===== src/rtl/tzn_pkg.sv =====
// Shared constants and helpers for the trailing-zero counter.
package tzn_pkg;

    localparam int TZN_WIDTH = 32;

    function automatic int numz_w(input int w);
        return $clog2(w) + 1;
    endfunction

endpackage


===== src/rtl/tzn_node.sv =====
// Recursive trailing-zero tree node: merges (all-zero, count) of two halves.
module tzn_node
    import tzn_pkg::*;
#(
    parameter int W  = 32,
    parameter int NW = numz_w(W)
) (
    input  logic [W-1:0]  a,
    output logic          zero,
    output logic [NW-1:0] cnt
);

    if (W == 1) begin : g_leaf
        // A zero leaf counts as its full width of one.
        assign zero = ~a[0];
        assign cnt  = ~a[0];
    end else begin : g_node
        localparam int H  = W / 2;
        localparam int HW = numz_w(H);

        logic          lo_z;
        logic          hi_z;
        logic [HW-1:0] lo_c;
        logic [HW-1:0] hi_c;

        tzn_node #(.W(H)) u_lo (
            .a    (a[H-1:0]),
            .zero (lo_z),
            .cnt  (lo_c)
        );

        tzn_node #(.W(H)) u_hi (
            .a    (a[W-1:H]),
            .zero (hi_z),
            .cnt  (hi_c)
        );

        assign zero = lo_z & hi_z;
        assign cnt  = lo_z ? NW'(H) + NW'(hi_c) : NW'(lo_c);
    end

endmodule


===== src/rtl/tzn32.sv =====
// Trailing-zero counter with a single input-qualified output register.
module tzn32
    import tzn_pkg::*;
#(
    parameter int WIDTH  = TZN_WIDTH,
    localparam int NUMZ_W = numz_w(WIDTH)
) (
    input  logic              clk_i,
    input  logic              rst_ni,
    input  logic              valid_i,
    input  logic [WIDTH-1:0]  a_i,
    output logic              valid_o,
    output logic [NUMZ_W-1:0] numz_o,
    output logic              zero_o
);

    if (WIDTH < 2 || WIDTH > 64 || (WIDTH & (WIDTH - 1)) != 0) begin : g_bad_width
        $error("tzn32: WIDTH must be a power of two in 2..64");
    end

    logic              tree_zero;
    logic [NUMZ_W-1:0] tree_cnt;

    tzn_node #(.W(WIDTH)) u_tree (
        .a    (a_i),
        .zero (tree_zero),
        .cnt  (tree_cnt)
    );

    always_ff @(posedge clk_i or negedge rst_ni) begin
        if (!rst_ni) begin
            valid_o <= 1'b0;
            numz_o  <= '0;
            zero_o  <= 1'b0;
        end else begin
            valid_o <= valid_i;
            // Result holds while no operand is presented.
            if (valid_i) begin
                numz_o <= tree_cnt;
                zero_o <= tree_zero;
            end
        end
    end

endmodule


===== config.mk =====
export PLATFORM = sky130hd
export DESIGN_NAME = tzn32
export DESIGN_NICKNAME = d
export VERILOG_FILES = /design/src/rtl/tzn_pkg.sv /design/src/rtl/tzn_node.sv /design/src/rtl/tzn32.sv
export SDC_FILE = /design/constraint.sdc
export NUM_CORES = 1
export LEC_CHECK = 0
export ABC_AREA = 0
export BUFFER_PORTS_ARGS = -buffer_cell sky130_fd_sc_hd__buf_2
export CAP_MARGIN = 20
export CORE_UTILIZATION = 50
export CTS_CLUSTER_DIAMETER = 120
export DETAILED_ROUTE_END_ITERATION = 16
export GPL_TIMING_DRIVEN = 0
export PLACE_DENSITY_LB_ADDON = 0.1
export RECOVER_POWER = 100
export SETUP_SLACK_MARGIN = 0.15
export SLEW_MARGIN = 20
export SYNTH_ARGS = -nofsm -noshare
export SYNTH_HDL_FRONTEND = slang
export SYNTH_HIERARCHICAL = 1
export SYNTH_SLANG_ARGS = --single-unit
export TNS_END_PERCENT = 50

===== constraint.sdc =====
create_clock -name clk_i -period 0.8 [get_ports clk_i]
set_input_delay 0.04 -clock clk_i [delete_from_list [all_inputs] [get_ports clk_i]]
set_output_delay 0.04 -clock clk_i [all_outputs]
set_load 0.02 [all_outputs]

After elaboration in Yosys (flattened, before gate mapping)
Index checks and enable logic that the tools add are counted. Widths: inputs -> output; s select.

Memory bits (writable): 0. Bits in read-only memories: 0. Latch bits: 0. Register bits after elaboration: 8. Memories: 0. Output and inout port bits: 8.

$mul: 0. Multiplexer cells: 31. Reductions and logical operators: 0. Order comparisons: 0. Equality and inequality tests: 0. Bitwise logic cells: 63. Div/mod/pow operators: 0. Shift-type cells: 0. Add/subtract/negate cells: 31.

Operator list (count): $add 1x1->2 const A (16); $mux 2 (16); $not 1->1 (32); $and 1x1->1 (31); $add 2x2->3 const A (8); $mux 3 (8); $add 3x3->4 const A (4); $mux 4 (4); $add 4x4->5 const A (2); $mux 5 (2); $add 5x5->6 const A (1); $mux 6 (1).

Depth between registers and ports, before layout
Gate-level depths: netlist of run 1.

Word-level depth: 11. Gate-level depth with buffers: 9.

By module
Netlist of run 1, hierarchy kept.

By module, submodules not included: tzn_node (u_tree.g_node.u_hi.g_node.u_hi.g_node.u_hi.g_node.u_hi ...) (area each 28.8 um^2, times used 16, cells each 4); tzn_node (u_tree.g_node.u_hi.g_node.u_hi.g_node.u_hi.g_node.u_hi.g_node.u_hi ...) (area each 11.3 um^2, times used 32, cells each 2); tzn_node (u_tree.g_node.u_hi.g_node.u_hi.g_node.u_hi ...) (area each 43.8 um^2, times used 8, cells each 5); tzn32 (area each 316.6 um^2, times used 1, cells each 16); tzn_node (u_tree.g_node.u_hi.g_node.u_hi ...) (area each 51.3 um^2, times used 4, cells each 6); tzn_node (u_tree.g_node.u_hi ...) (area each 56.3 um^2, times used 2, cells each 7); tzn_node (u_tree) (area each 100.1 um^2, times used 1, cells each 9).

Least setup slack after synthesis of run 1
OpenSTA, ideal clock, no wires.

Path type: input-to-reg. Start point: input a_i[12]. End point: register numz_o[0]. Stages: 8. Arrival time: 1.694 ns. Required time: 0.675 ns. Slack: -1.019 ns. Setup time: 0.125 ns. Cell sequence: inv_1 > buf_4 > and2_2 > mux2_4 > mux2_2 > mux2_2 > mux2_4 > mux2_4.

Word-level cells in the longest chain between the ends: 8.

RTL lines: from (decl) (line tzn32.sv:11) `input logic [WIDTH-1:0] a_i,`; $not 1->1 (line tzn_node.sv:15) `assign zero = ~a[0];`; via u_tree.g_node.u_lo.g_node.u_hi.g_node.u_hi.g_node.u_lo.g_node.lo_z (line tzn_node.sv:21) `logic lo_z;`; $and 1x1->1 (line tzn_node.sv:38) `assign zero = lo_z & hi_z;`; via u_tree.g_node.u_lo.g_node.u_hi.g_node.u_hi.g_node.lo_z (line tzn_node.sv:21); $mux 3 (line tzn_node.sv:39) `assign cnt = lo_z ? NW'(H) + NW'(hi_c) : NW'(lo_c);`; via u_tree.g_node.u_lo.g_node.u_hi.g_node.hi_c[0] (line tzn_node.sv:24) `logic [HW-1:0] hi_c;`; $add 3x3->4 (line tzn_node.sv:39); $mux 4 (line tzn_node.sv:39); via u_tree.g_node.u_lo.g_node.hi_c[0] (line tzn_node.sv:24); $add 4x4->5 (line tzn_node.sv:39); $mux 5 (line tzn_node.sv:39); via u_tree.g_node.lo_c[0] (line tzn_node.sv:23) `logic [HW-1:0] lo_c;`; $mux 6 (line tzn_node.sv:39); via tree_cnt[0] (line tzn32.sv:22) `logic [NUMZ_W-1:0] tree_cnt;`; to (signal assigned) (line tzn32.sv:39) `numz_o <= tree_cnt;`; to (decl) (line tzn32.sv:13) `output logic [NUMZ_W-1:0] numz_o,`.

The timed path passes the listed nets, and every way through them passes these cells. A chain may end at the register's enable or synchronous reset.

Final worst setup path of run 1
Start point: input a_i[20]. End point: register numz_o[0].

Word-level cells in the longest chain between the ends: 8.

RTL lines: $not 1->1 (line tzn_node.sv:16) `assign cnt = ~a[0];`; via u_tree.g_node.u_hi.g_node.u_lo.g_node.u_hi.g_node.u_lo.g_node.lo_c (line tzn_node.sv:23); $and 1x1->1 (line tzn_node.sv:38); via u_tree.g_node.u_hi.g_node.u_lo.g_node.u_hi.g_node.lo_z (line tzn_node.sv:21); $mux 3 (line tzn_node.sv:39); via u_tree.g_node.u_hi.g_node.u_lo.g_node.hi_c[0] (line tzn_node.sv:24); $add 3x3->4 (line tzn_node.sv:39); $mux 4 (line tzn_node.sv:39); via u_tree.g_node.u_hi.g_node.lo_c[0] (line tzn_node.sv:23); $mux 5 (line tzn_node.sv:39); via u_tree.g_node.hi_c[0] (line tzn_node.sv:24); $add 5x5->6 (line tzn_node.sv:39); $mux 6 (line tzn_node.sv:39); via tree_cnt[0] (line tzn32.sv:22).

The timed path passes the listed nets, and every way through them passes these cells.

==> results of run 1 <==
[repair_timing]
item / CTS / global route
hold buffers: 2 / 0
endpoints found under the setup margin: 15 / 15
resized for setup: 20 / 12
setup buffers: 3 / 6
hold endpoints to repair: 9 / 0
pin swaps: 5 / 8
[registers in the layout, summed over array words and instances, names as in the netlist]
name and cells:
numz_o 6, valid_o 1, zero_o 1
[logic make-up (layout without fill, tap and decap cells)]
kind of cell	Yosys count	count (layout)	share of synthesized area (%)
mux	62	62	38.5
simple gates	66	66	25.2
flops	8	8	10.5
buf+inv	95	151	25.8
[stage by stage]
step           TNS (ns)  util [%]
2_1_floorplan     -5.29         -
3_3_place_gp      -6.56      63.9
3_5_place_dp      -6.59      63.9
4_1_cts           -4.64      68.1
5_1_grt           -5.29      69.9
6_report          -4.87      69.9
[power breakdown]
part	internal, µW	switching [µW]
Combinational	646	346
Sequential	429	11.8
Clock	325	145
Total	1400	502
[cells in the mapped netlist]
master	instances	share of area, %
and2_2	62	24
inv_1	61	12
buf_4	32	13
mux2i_1	29	15
mux2_4	19	15
mux2_2	14	8.3
dfrtp_1	8	11
nor2_1	4	0.79
buf_6	2	1.2
[per-layer routing]
layer | vias up | GRT usage [%]
met5 | - | 0
met4 | 0 | 5.11
met3 | 4 | 1.25
met2 | 29 | 24.3
met1 | 596 | 18.2
li1 | 779 | -
[how the worst max path moves through the flow]
stage	startpoint	to	slack [ns]
floorplan	a_i[1]	numz_o[0]	-0.93
global placement	a_i[1]	numz_o[0]	-1.14
detailed placement	a_i[1]	numz_o[0]	-1.13
CTS	a_i[0]	numz_o[0]	-0.86
global route	a_i[0]	numz_o[0]	-0.88
finish	a_i[20]	numz_o[0]	-0.85
[layout make-up]
cell class / count / area share, %
tap: 48 / 2.35
buffer: 34 / 13.6
clock buffer: 3 / 1.61
sequential: 8 / 7.83
multi-input combinational: 128 / 50.2
timing repair buffer: 53 / 14.1
inverter: 61 / 10.2
==> impl_summary.txt, run 1 <==
----------------------------------------------------
[STA]
  Final count of pins violating max slew ... 0
  Hold slack final ... ~0.25 ns
  Setup WS post-layout ... -0.852 ns
  Final period util ... 207%
  Peak Freq ... 605 MHz
  Unrepaired setup endpoints after global routing ... true
  Actual slew at the worst max-slew pin ... between 0.3 and 0.4 ns
  Shortest period the worst path allows ... ~1.7 ns
  Worst-case clock skew ... 0 ns
  Number of hold violations in the final report ... 0
  Total of endpoints with negative setup slack in the final report ... 8
  Headroom to the max-slew limit ... around three quarters

[Die]
  Number of placed I/O pins ... 43
  Die area ... between 4000 and 5000 µm²
  Starting Density ... a little over half
  Placement Rows ... 22
  Die outline width ... around 64 µm
  Core outline area ... approximately 3700 µm²
  Die outline height ... between 60 and 70 µm

[Global route]
  Antenna violations before repair ... 0
  Via count of the first global-routing pass ... about 1,300
  Pin count of the biggest net entering global routing ... 9
  GRT overflow ... 0
  Global-route wire length before repair ... about 4.8 mm
  Overall routing resource usage ... 14.1%

[Pwr]
  Total power after layout ... approximately 1900 µW
  Cell Pwr Density ... roughly 740 nW/µm²
  Standby leakage power ... around 0.0014 µW
  Max rail drop VDD ... ~310 µV

[Route]
  Post-detailed-route via-to-cell ratio ... around 4.2
  Remaining number of nets flagged by the antenna check after routing ... 0
  Initial DRC Count ... 34
  Top layer in use ... met4
  DRC violation count after routing ... 0
  Avg WL per Cell ... about 8.0 µm
  DR vias ... approximately 1,400
  Detailed route wirelength on metal2 ... 1.23 mm
  Router iterations before antenna repair ... 4
  Met3 routed WL ... 83 µm
  Routed met1 length ... about 1.3 mm
  Routed WL ... approximately 2.7 mm

[Critical path]
  Critical path fanouts, max ... 4
  Arrival time of the worst setup path ... ~1.8 ns
  Cell depth of the worst setup path ... 9
  Endpoint required time on the critical path ... 0.91 ns
  Element type at the critical path end ... flip-flop
  CP Buf/Inv Count ... 3
  Element type at the critical path start ... input pin
  Reg2reg setup slack ... 0.04 ns
  Worst Setup Path Type ... in -> reg
  Series of cell instances along the critical path ... buf_2, inv_2, buf_6, and2_4, mux2_4, mux2_4, mux2_4, mux2_4, mux2_4
  RR Endpoint ... zero_o
  Slowest-stage cell, CP ... mux2_4
  Startpoint of the worst-slack reg-to-reg timing path ... zero_o
  Worst Reg2Reg Path Length in Cells ... 1
  Worst path most repeated cell ... mux2_4
  Largest delay contributor family on the critical path ... multiplexers
  CP peak stage delay ... roughly 0.3 ns

[Min path]
  Type of the tightest min-delay check ... in -> async

[Yosys]
  Post-synthesis sequential element count ... 8
  Count of cell types in the netlist ... 9
  Average footprint of a synthesized cell ... a little over 8 µm²
  Mapped Nets ... approximately 270
  Fraction of the yosys area taken by sequential cells ... a little over a tenth
  Total standard cell area after synthesis ... roughly 1900 µm²
  Synth warn ... 6
  Synth Instances ... between 200 and 250

[Place]
  Gp weighted congestion ... 0.665
  Half-perimeter wire length of the detailed placement result ... about 2.3 mm
  Instance area after placement ... approximately 2300 µm²
  Buffers added on ports ... 42
  Total instance count after detailed placement ... roughly 320
  Pre-CTS setup slack ... -1.13 ns

[Finish]
  Leading cell types in the layout, fill and taps excluded ... and2_2, buf_6, inv_1
  Filler cell count ... 319
  Cell Count, Final, Fillers Out ... between 300 and 400
  Post-Layout Inst Area ... about 2600 µm²
  Proportion of layout cells with a drive suffix above 1 ... 72.1%
  Antenna diodes ... 0
  Final net count ... 324
  Most frequent standard cell in the layout excluding fill and tap cells ... and2_2
  Storage cell area ... 200 µm²
  Synthesis-to-layout area growth ... 34.2%
  Multi-input gate area in the final layout ... approximately 1300 µm²

[Clock tree]
  Buffer levels on the longest clock path ... 2
  Source-to-sink clock delay at the later pin of the worst-skew pair ... between 0.2 and 0.25 ns
  Clk pin slew, worst setup/hold paths ... about 0.04 ns
  H-Tree Level Count ... 1
  Number of CTS-inserted buffers ... 3
  TritonCTS clock tree ... yes
  Library cell used as clock root buffer ... clkbuf_8
  Clock Sink Count ... 8

[Run]
  MaxCap Viol Count ... 0

[Outcome]
  Run status ... complete, but fails checks
  Failing checks ... negative setup slack

----------------------------------------------------
Note: power is estimated with default switching activity, not from simulation.
==> run 2, diff against run 1 <==
CTS_BUF_LIST = sky130_fd_sc_hd__clkbuf_16   (was unset)
==> impl_summary.txt, run 2 (synthesis results as in run 1) <==
----------------------------------------------------
[Outcome]
  Run status ... complete, but fails checks (unchanged)
  Failing checks ... negative setup slack (unchanged)

[Route]
  Avg WL per Cell ... 8.21 µm (was 7.96 µm)
  DRC violation count after routing ... 0 (unchanged)
  Remaining number of nets flagged by the antenna check after routing ... 0 (unchanged)
  Router iterations before antenna repair ... 3 (was 4)
  DR vias ... 1,426 (was 1,408)
  Initial DRC Count ... 16 (was 34)
  Post-detailed-route via-to-cell ratio ... 4.24 (was 4.20)
  Routed WL ... 2.76 mm (was 2.67 mm)

[Die]
  Placement Rows ... 22 (unchanged)
  Die outline height ... 63.7 µm (unchanged)
  Die outline width ... 63.7 µm (unchanged)
  Starting Density ... 52.1% (unchanged)
  Die area ... 4060 µm² (unchanged)
  Number of placed I/O pins ... 43 (unchanged)
  Core outline area ... 3660 µm² (unchanged)

[Global route]
  Met1 capacity usage during global routing ... 18.3% (was 18.2%)
  GR peak layer ... met2 (unchanged)
  Antenna violations before repair ... 0 (unchanged)
  Pin count of the biggest net entering global routing ... 9 (unchanged)
  Via count of the first global-routing pass ... 1,307 (was 1,262)
  Global-route track usage on met2 ... 25.9% (was 24.3%)
  Overall routing resource usage ... 14.6% (was 14.1%)
  Global-route wire length before repair ... 4.93 mm (was 4.78 mm)
  GR Util met3 ... 1.79% (was 1.25%)
  GRT overflow ... 0 (unchanged)

[Min path]
  Type of the tightest min-delay check ... in -> async (unchanged)

[STA]
  Shortest period the worst path allows ... 1.65 ns (about the same)
  Final period util ... 206% (was 207%)
  Final count of pins violating max slew ... 0 (unchanged)
  Actual slew at the worst max-slew pin ... 0.398 ns (about the same)
  Total Neg Setup Slack ... -4.94 ns (was -4.87 ns)
  Peak Freq ... 606 MHz (was 605 MHz)
  Total of endpoints with negative setup slack in the final report ... 10 (was 8)
  Worst-case clock skew ... 0 ns (unchanged)
  Headroom to the max-slew limit ... 73.5% (about the same)
  Setup WS post-layout ... -0.850 ns (was -0.852 ns)
  Unrepaired setup endpoints after global routing ... true (unchanged)
  Number of hold violations in the final report ... 0 (unchanged)

[Clock tree]
  TritonCTS clock tree ... yes (unchanged)
  Library cell used as clock root buffer ... clkbuf_16 (was clkbuf_8)
  H-Tree Level Count ... 1 (unchanged)
  Buffer levels on the longest clock path ... 2 (unchanged)
  Clock Sink Count ... 8 (unchanged)
  Number of CTS-inserted buffers ... 3 (unchanged)
  Clk pin slew, worst setup/hold paths ... 0.03 ns (was 0.04 ns)
  Source-to-sink clock delay at the later pin of the worst-skew pair ... 0.23 ns (about the same)

[Finish]
  Filler cell count ... 316 (was 319)
  Antenna diodes ... 0 (unchanged)
  Final net count ... 325 (was 324)
  Largest registers ranked by flip-flop count ... numz_o x6, valid_o x1, zero_o x1 (unchanged)
  Cell Count, Final, Fillers Out ... 336 (was 335)
  Leading cell types in the layout, fill and taps excluded ... and2_2, buf_6, inv_1 (unchanged)
  Proportion of layout cells with a drive suffix above 1 ... 72.6% (was 72.1%)
  Number of flip-flops in the largest register ... 6 (unchanged)
  Top register by number of flip-flops ... numz_o (unchanged)
  Synthesis-to-layout area growth ... 36.4% (was 34.2%)
  Final cell utilization of the core ... 71.0% (was 69.9%)
  Most frequent standard cell in the layout excluding fill and tap cells ... and2_2 (unchanged)

[Critical path]
  Worst path most repeated cell ... mux2_4 (unchanged)
  Arrival time of the worst setup path ... 1.76 ns (about the same)
  Series of cell instances along the critical path ... buf_6, inv_8, buf_6, and2_4, mux2_4, mux2_4, mux2_4, mux2_4, mux2_4 (was buf_2, inv_2, buf_6, and2_4, mux2_4, mux2_4, mux2_4, mux2_4, mux2_4)
  Critical path fanouts, max ... 4 (unchanged)
  Endpoint required time on the critical path ... 0.91 ns (about the same)
  CP Buf/Inv Count ... 3 (unchanged)
  Cell depth of the worst setup path ... 9 (unchanged)
  Worst Setup Path Type ... in -> reg (unchanged)
  Slowest-stage cell, CP ... mux2_4 (unchanged)
  Element type at the critical path end ... flip-flop (unchanged)
  CP peak stage delay ... 0.30 ns (about the same)
  Largest delay contributor family on the critical path ... multiplexers (unchanged)
  Element type at the critical path start ... input pin (unchanged)
  Worst Reg2Reg Path Length in Cells ... 1 (unchanged)

[Place]
  Total instance count after detailed placement ... 321 (unchanged)
  Pre-CTS setup slack ... -1.13 ns (unchanged)
  Gp weighted congestion ... 0.665 (unchanged)
  Half-perimeter wire length of the detailed placement result ... 2.25 mm (unchanged)
  Buffers added on ports ... 42 (unchanged)

[Pwr]
  Cell Pwr Density ... 871 nW/µm² (was 744 nW/µm²)
  Standby leakage power ... 0.00146 µW (was 0.00144 µW)
  Max rail drop VDD ... 399 µV (was 307 µV)

[Run]
  MaxCap Viol Count ... 0 (unchanged)

----------------------------------------------------
==> run 2: area by class of cell <==
cell class	count	area [µm²]	share of cell area, %
inverter	61	256	9.87
clock buffer	3	75.1	2.89
tap	48	60.1	2.31
multi-input combinational	128	1280	49.4
sequential	8	200	7.70
buffer	34	349	13.4
timing repair buffer	54	375	14.4
==> run 2: path summary, 6_finish.rpt <==
kind                       startpoint  slack (ns)         to
hold / removal                 rst_ni        0.25  numz_o[4]
setup / recovery               a_i[1]       -0.85  numz_o[0]
hold reg to reg             numz_o[2]        0.50  numz_o[2]
min in group clk_i            valid_i        0.28  numz_o[4]
setup reg to reg            numz_o[1]           0  numz_o[1]
max in group asynchronous      rst_ni        0.27  numz_o[2]
==> run 2: timing repair <==
| action | in CTS | in global routing |
|---|---|---|
| hold buffers | 2 | 0 |
| setup buffers | 5 | 5 |
| setup endpoints to repair | 15 | 15 |
| gates resized for setup | 18 | 16 |
| pin swaps | 4 | 5 |
| hold endpoints to repair | 9 | 0 |
| cloned | 0 | 0 |
==> run 2: routing by layer <==
layer	vias up	part of all wire, %
met5	-	0
met4	0	0.76
met3	3	3.1
met2	29	48
met1	614	48
li1	780	-
==> run 2: metrics by stage <==
stage / power [µW] / hold slack [ns] / cell area [µm²]
after floorplan: 1180 / -0.256 / 2070
after global placement: 1360 / -0.116 / 2340
after detailed placement: 1370 / -0.115 / 2340
after CTS: 2240 / 0.185 / 2530
after global routing: 2400 / 0.277 / 2600
final: 2260 / 0.252 / 2600
==> run 2: report_power, final <==
part           switching (µW)  leakage [µW]  internal [µW]
Clock                     176     0.0000370            642
Combinational             348       0.00132            652
Sequential               14.5      0.000105            429
==> run 3, diff against run 2 <==
CORE_UTILIZATION = 56   (was 50)
==> impl_summary.txt, run 3 (synthesis results as in run 1) <==
----------------------------------------------------
[Outcome]
  Run status ... complete, but fails checks (unchanged)
  Failing checks ... negative setup slack (unchanged)

[Global route]
  Via count of the first global-routing pass ... 1,430 (was 1,307)
  GRT overflow ... 0 (unchanged)
  Overall routing resource usage ... 20.1% (was 14.6%)
  Global-route wire length before repair ... 5.55 mm (was 4.93 mm)
  Antenna violations before repair ... 0 (unchanged)
  Pin count of the biggest net entering global routing ... 9 (unchanged)

[Critical path]
  Series of cell instances along the critical path ... buf_2, inv_2, buf_6, and2_4, mux2_4, mux2_4, mux2_4, mux2_4, mux2_4 (was buf_6, inv_8, buf_6, and2_4, mux2_4, mux2_4, mux2_4, mux2_4, mux2_4)
  Endpoint required time on the critical path ... 0.91 ns (about the same)
  CP peak stage delay ... 0.30 ns (about the same)
  Worst path most repeated cell ... mux2_4 (unchanged)
  Cell depth of the worst setup path ... 9 (unchanged)
  Reg2reg setup slack ... 0 ns (about the same)
  CP Buf/Inv Count ... 3 (unchanged)
  RR Endpoint ... numz_o[0] (was numz_o[1])
  Arrival time of the worst setup path ... 1.80 ns (was 1.76 ns)
  Worst Reg2Reg Path Length in Cells ... 1 (unchanged)
  Largest delay contributor family on the critical path ... multiplexers (unchanged)
  Critical path fanouts, max ... 3 (was 4)
  Slowest-stage cell, CP ... mux2_4 (unchanged)
  Startpoint of the worst-slack reg-to-reg timing path ... numz_o[0] (was numz_o[1])
  Element type at the critical path start ... input pin (unchanged)
  Element type at the critical path end ... flip-flop (unchanged)
  Worst Setup Path Type ... in -> reg (unchanged)
  Critical path launch point ... a_i[20] (was a_i[1])
  End point of the critical path ... numz_o[0] (unchanged)

[Clock tree]
  H-Tree Level Count ... 1 (unchanged)
  TritonCTS clock tree ... yes (unchanged)
  Library cell used as clock root buffer ... clkbuf_16 (unchanged)
  Number of CTS-inserted buffers ... 3 (unchanged)
  Clk pin slew, worst setup/hold paths ... 0.04 ns (was 0.03 ns)
  Source-to-sink clock delay at the later pin of the worst-skew pair ... 0.23 ns (about the same)
  Buffer levels on the longest clock path ... 2 (unchanged)
  Clock Sink Count ... 8 (unchanged)

[Finish]
  Number of flip-flops in the largest register ... 6 (unchanged)
  Post-Layout Inst Area ... 2670 µm² (was 2600 µm²)
  Leading cell types in the layout, fill and taps excluded ... buf_6, and2_2, inv_1 (was and2_2, buf_6, inv_1)
  Multi-input gate area in the final layout ... 1290 µm² (was 1280 µm²)
  Filler cell count ... 190 (was 316)
  Proportion of layout cells with a drive suffix above 1 ... 71.3% (was 72.6%)
  Final cell utilization of the core ... 85.3% (was 71.0%)
  Final net count ... 330 (was 325)
  Synthesis-to-layout area growth ... 40.0% (was 36.4%)
  Antenna diodes ... 0 (unchanged)
  Top register by number of flip-flops ... numz_o (unchanged)
  Largest registers ranked by flip-flop count ... numz_o x6, valid_o x1, zero_o x1 (unchanged)
  Storage cell area ... 200 µm² (unchanged)

[Route]
  Routed WL ... 3.46 mm (was 2.76 mm)
  DRC violation count after routing ... 0 (unchanged)
  Post-detailed-route via-to-cell ratio ... 4.46 (was 4.24)
  Initial DRC Count ... 60 (was 16)
  Remaining number of nets flagged by the antenna check after routing ... 0 (unchanged)
  Top layer in use ... met4 (unchanged)
  Routed met1 length ... 1.44 mm (was 1.32 mm)
  DR vias ... 1,504 (was 1,426)
  Met3 routed WL ... 107 µm (was 86 µm)
  Detailed route wirelength on metal2 ... 1.84 mm (was 1.33 mm)
  Router iterations before antenna repair ... 4 (was 3)
  Avg WL per Cell ... 10.3 µm (was 8.21 µm)

[STA]
  Actual slew at the worst max-slew pin ... 0.415 ns (was 0.398 ns)
  Number of hold violations in the final report ... 0 (unchanged)
  Total of endpoints with negative setup slack in the final report ... 12 (was 10)
  Unrepaired setup endpoints after global routing ... true (unchanged)
  Setup WS post-layout ... -0.885 ns (was -0.850 ns)
  Final period util ... 211% (was 206%)
  Peak Freq ... 594 MHz (was 606 MHz)
  Final count of pins violating max slew ... 0 (unchanged)
  Worst-case clock skew ... 0 ns (unchanged)
  Shortest period the worst path allows ... 1.68 ns (was 1.65 ns)
  Headroom to the max-slew limit ... 72.4% (was 73.5%)
  Total Neg Setup Slack ... -5.01 ns (was -4.94 ns)

[Die]
  Die outline width ... 60.3 µm (was 63.7 µm)
  Core outline area ... 3130 µm² (was 3660 µm²)
  Number of placed I/O pins ... 43 (unchanged)
  Die area ... 3640 µm² (was 4060 µm²)
  Die outline height ... 60.3 µm (was 63.7 µm)
  Starting Density ... 60.9% (was 52.1%)
  Placement Rows ... 20 (was 22)

[Place]
  Instance area after placement ... 2330 µm² (was 2340 µm²)
  Half-perimeter wire length of the detailed placement result ... 2.32 mm (was 2.25 mm)
  Buffers added on ports ... 42 (unchanged)
  Gp weighted congestion ... 0.695 (was 0.665)

[Pwr]
  Cell Pwr Density ... 877 nW/µm² (was 871 nW/µm²)
  Standby leakage power ... 0.00150 µW (was 0.00146 µW)
  Max rail drop VDD ... 460 µV (was 399 µV)

[Min path]
  Type of the tightest min-delay check ... in -> async (unchanged)

[Run]
  MaxCap Viol Count ... 0 (unchanged)

----------------------------------------------------
## run 3: changes by cell type in the layout (fill, tap and decap cells not counted), sizes merged
cell / change
buf: +5
clkinv: -1
inv: +1
## run 3: cell type report
class	instances	share of cell area, %
Timing Repair Buffer	59	16.8
Multi-Input combinational cell	128	48.4
Clock buffer	3	2.81
Tap cell	44	2.06
Buffer	34	12.8
Inverter	61	9.62
Sequential cell	8	7.50
## run 3: worst min-delay path by stage
stage	start	end	slack [ns]	cells past startpoint
floorplan	rst_ni	numz_o[0]	-0.26	0
global placement	rst_ni	numz_o[4]	-0.12	1
detailed placement	rst_ni	numz_o[1]	-0.12	1
CTS	rst_ni	numz_o[4]	0.18	2
global route	valid_i	numz_o[1]	0.31	3
finish	rst_ni	numz_o[4]	0.27	2
## run 3: power by group
part	total, µW	switching [µW]	leakage [µW]	internal (µW)
Clock	837	193	0.0000370	644
Sequential	446	17.0	0.000105	429
Combinational	1060	374	0.00136	683
Total	2340	584	0.00150	1760
## run 3: per-stage QoR
stage	total power [µW]	worst slack (ns)	cells	hold slack, ns
floorplan	1180	-0.930	231	-0.256
CTS	2300	-0.852	337	0.178
global route	2460	-0.910	337	0.313
global placement	1350	-1.11	317	-0.121
detailed placement	1370	-1.11	317	-0.117
finish	2340	-0.885	337	0.272
## run 3: layer usage
metal / global-route usage [%] / vias to the layer above
met4: 6.98 / 0
met3: 1.49 / 9
met2: 40.7 / 40
li1: - / 791
met1: 21.3 / 664
met5: 0 / -
## run 3: repair_timing
item,in CTS,in global routing
hold buffers,2,0
hold endpoints to repair,9,0
gates resized for setup,21,18
buffers inserted,15,0
pin swaps,6,6
endpoints found under the setup margin,15,15
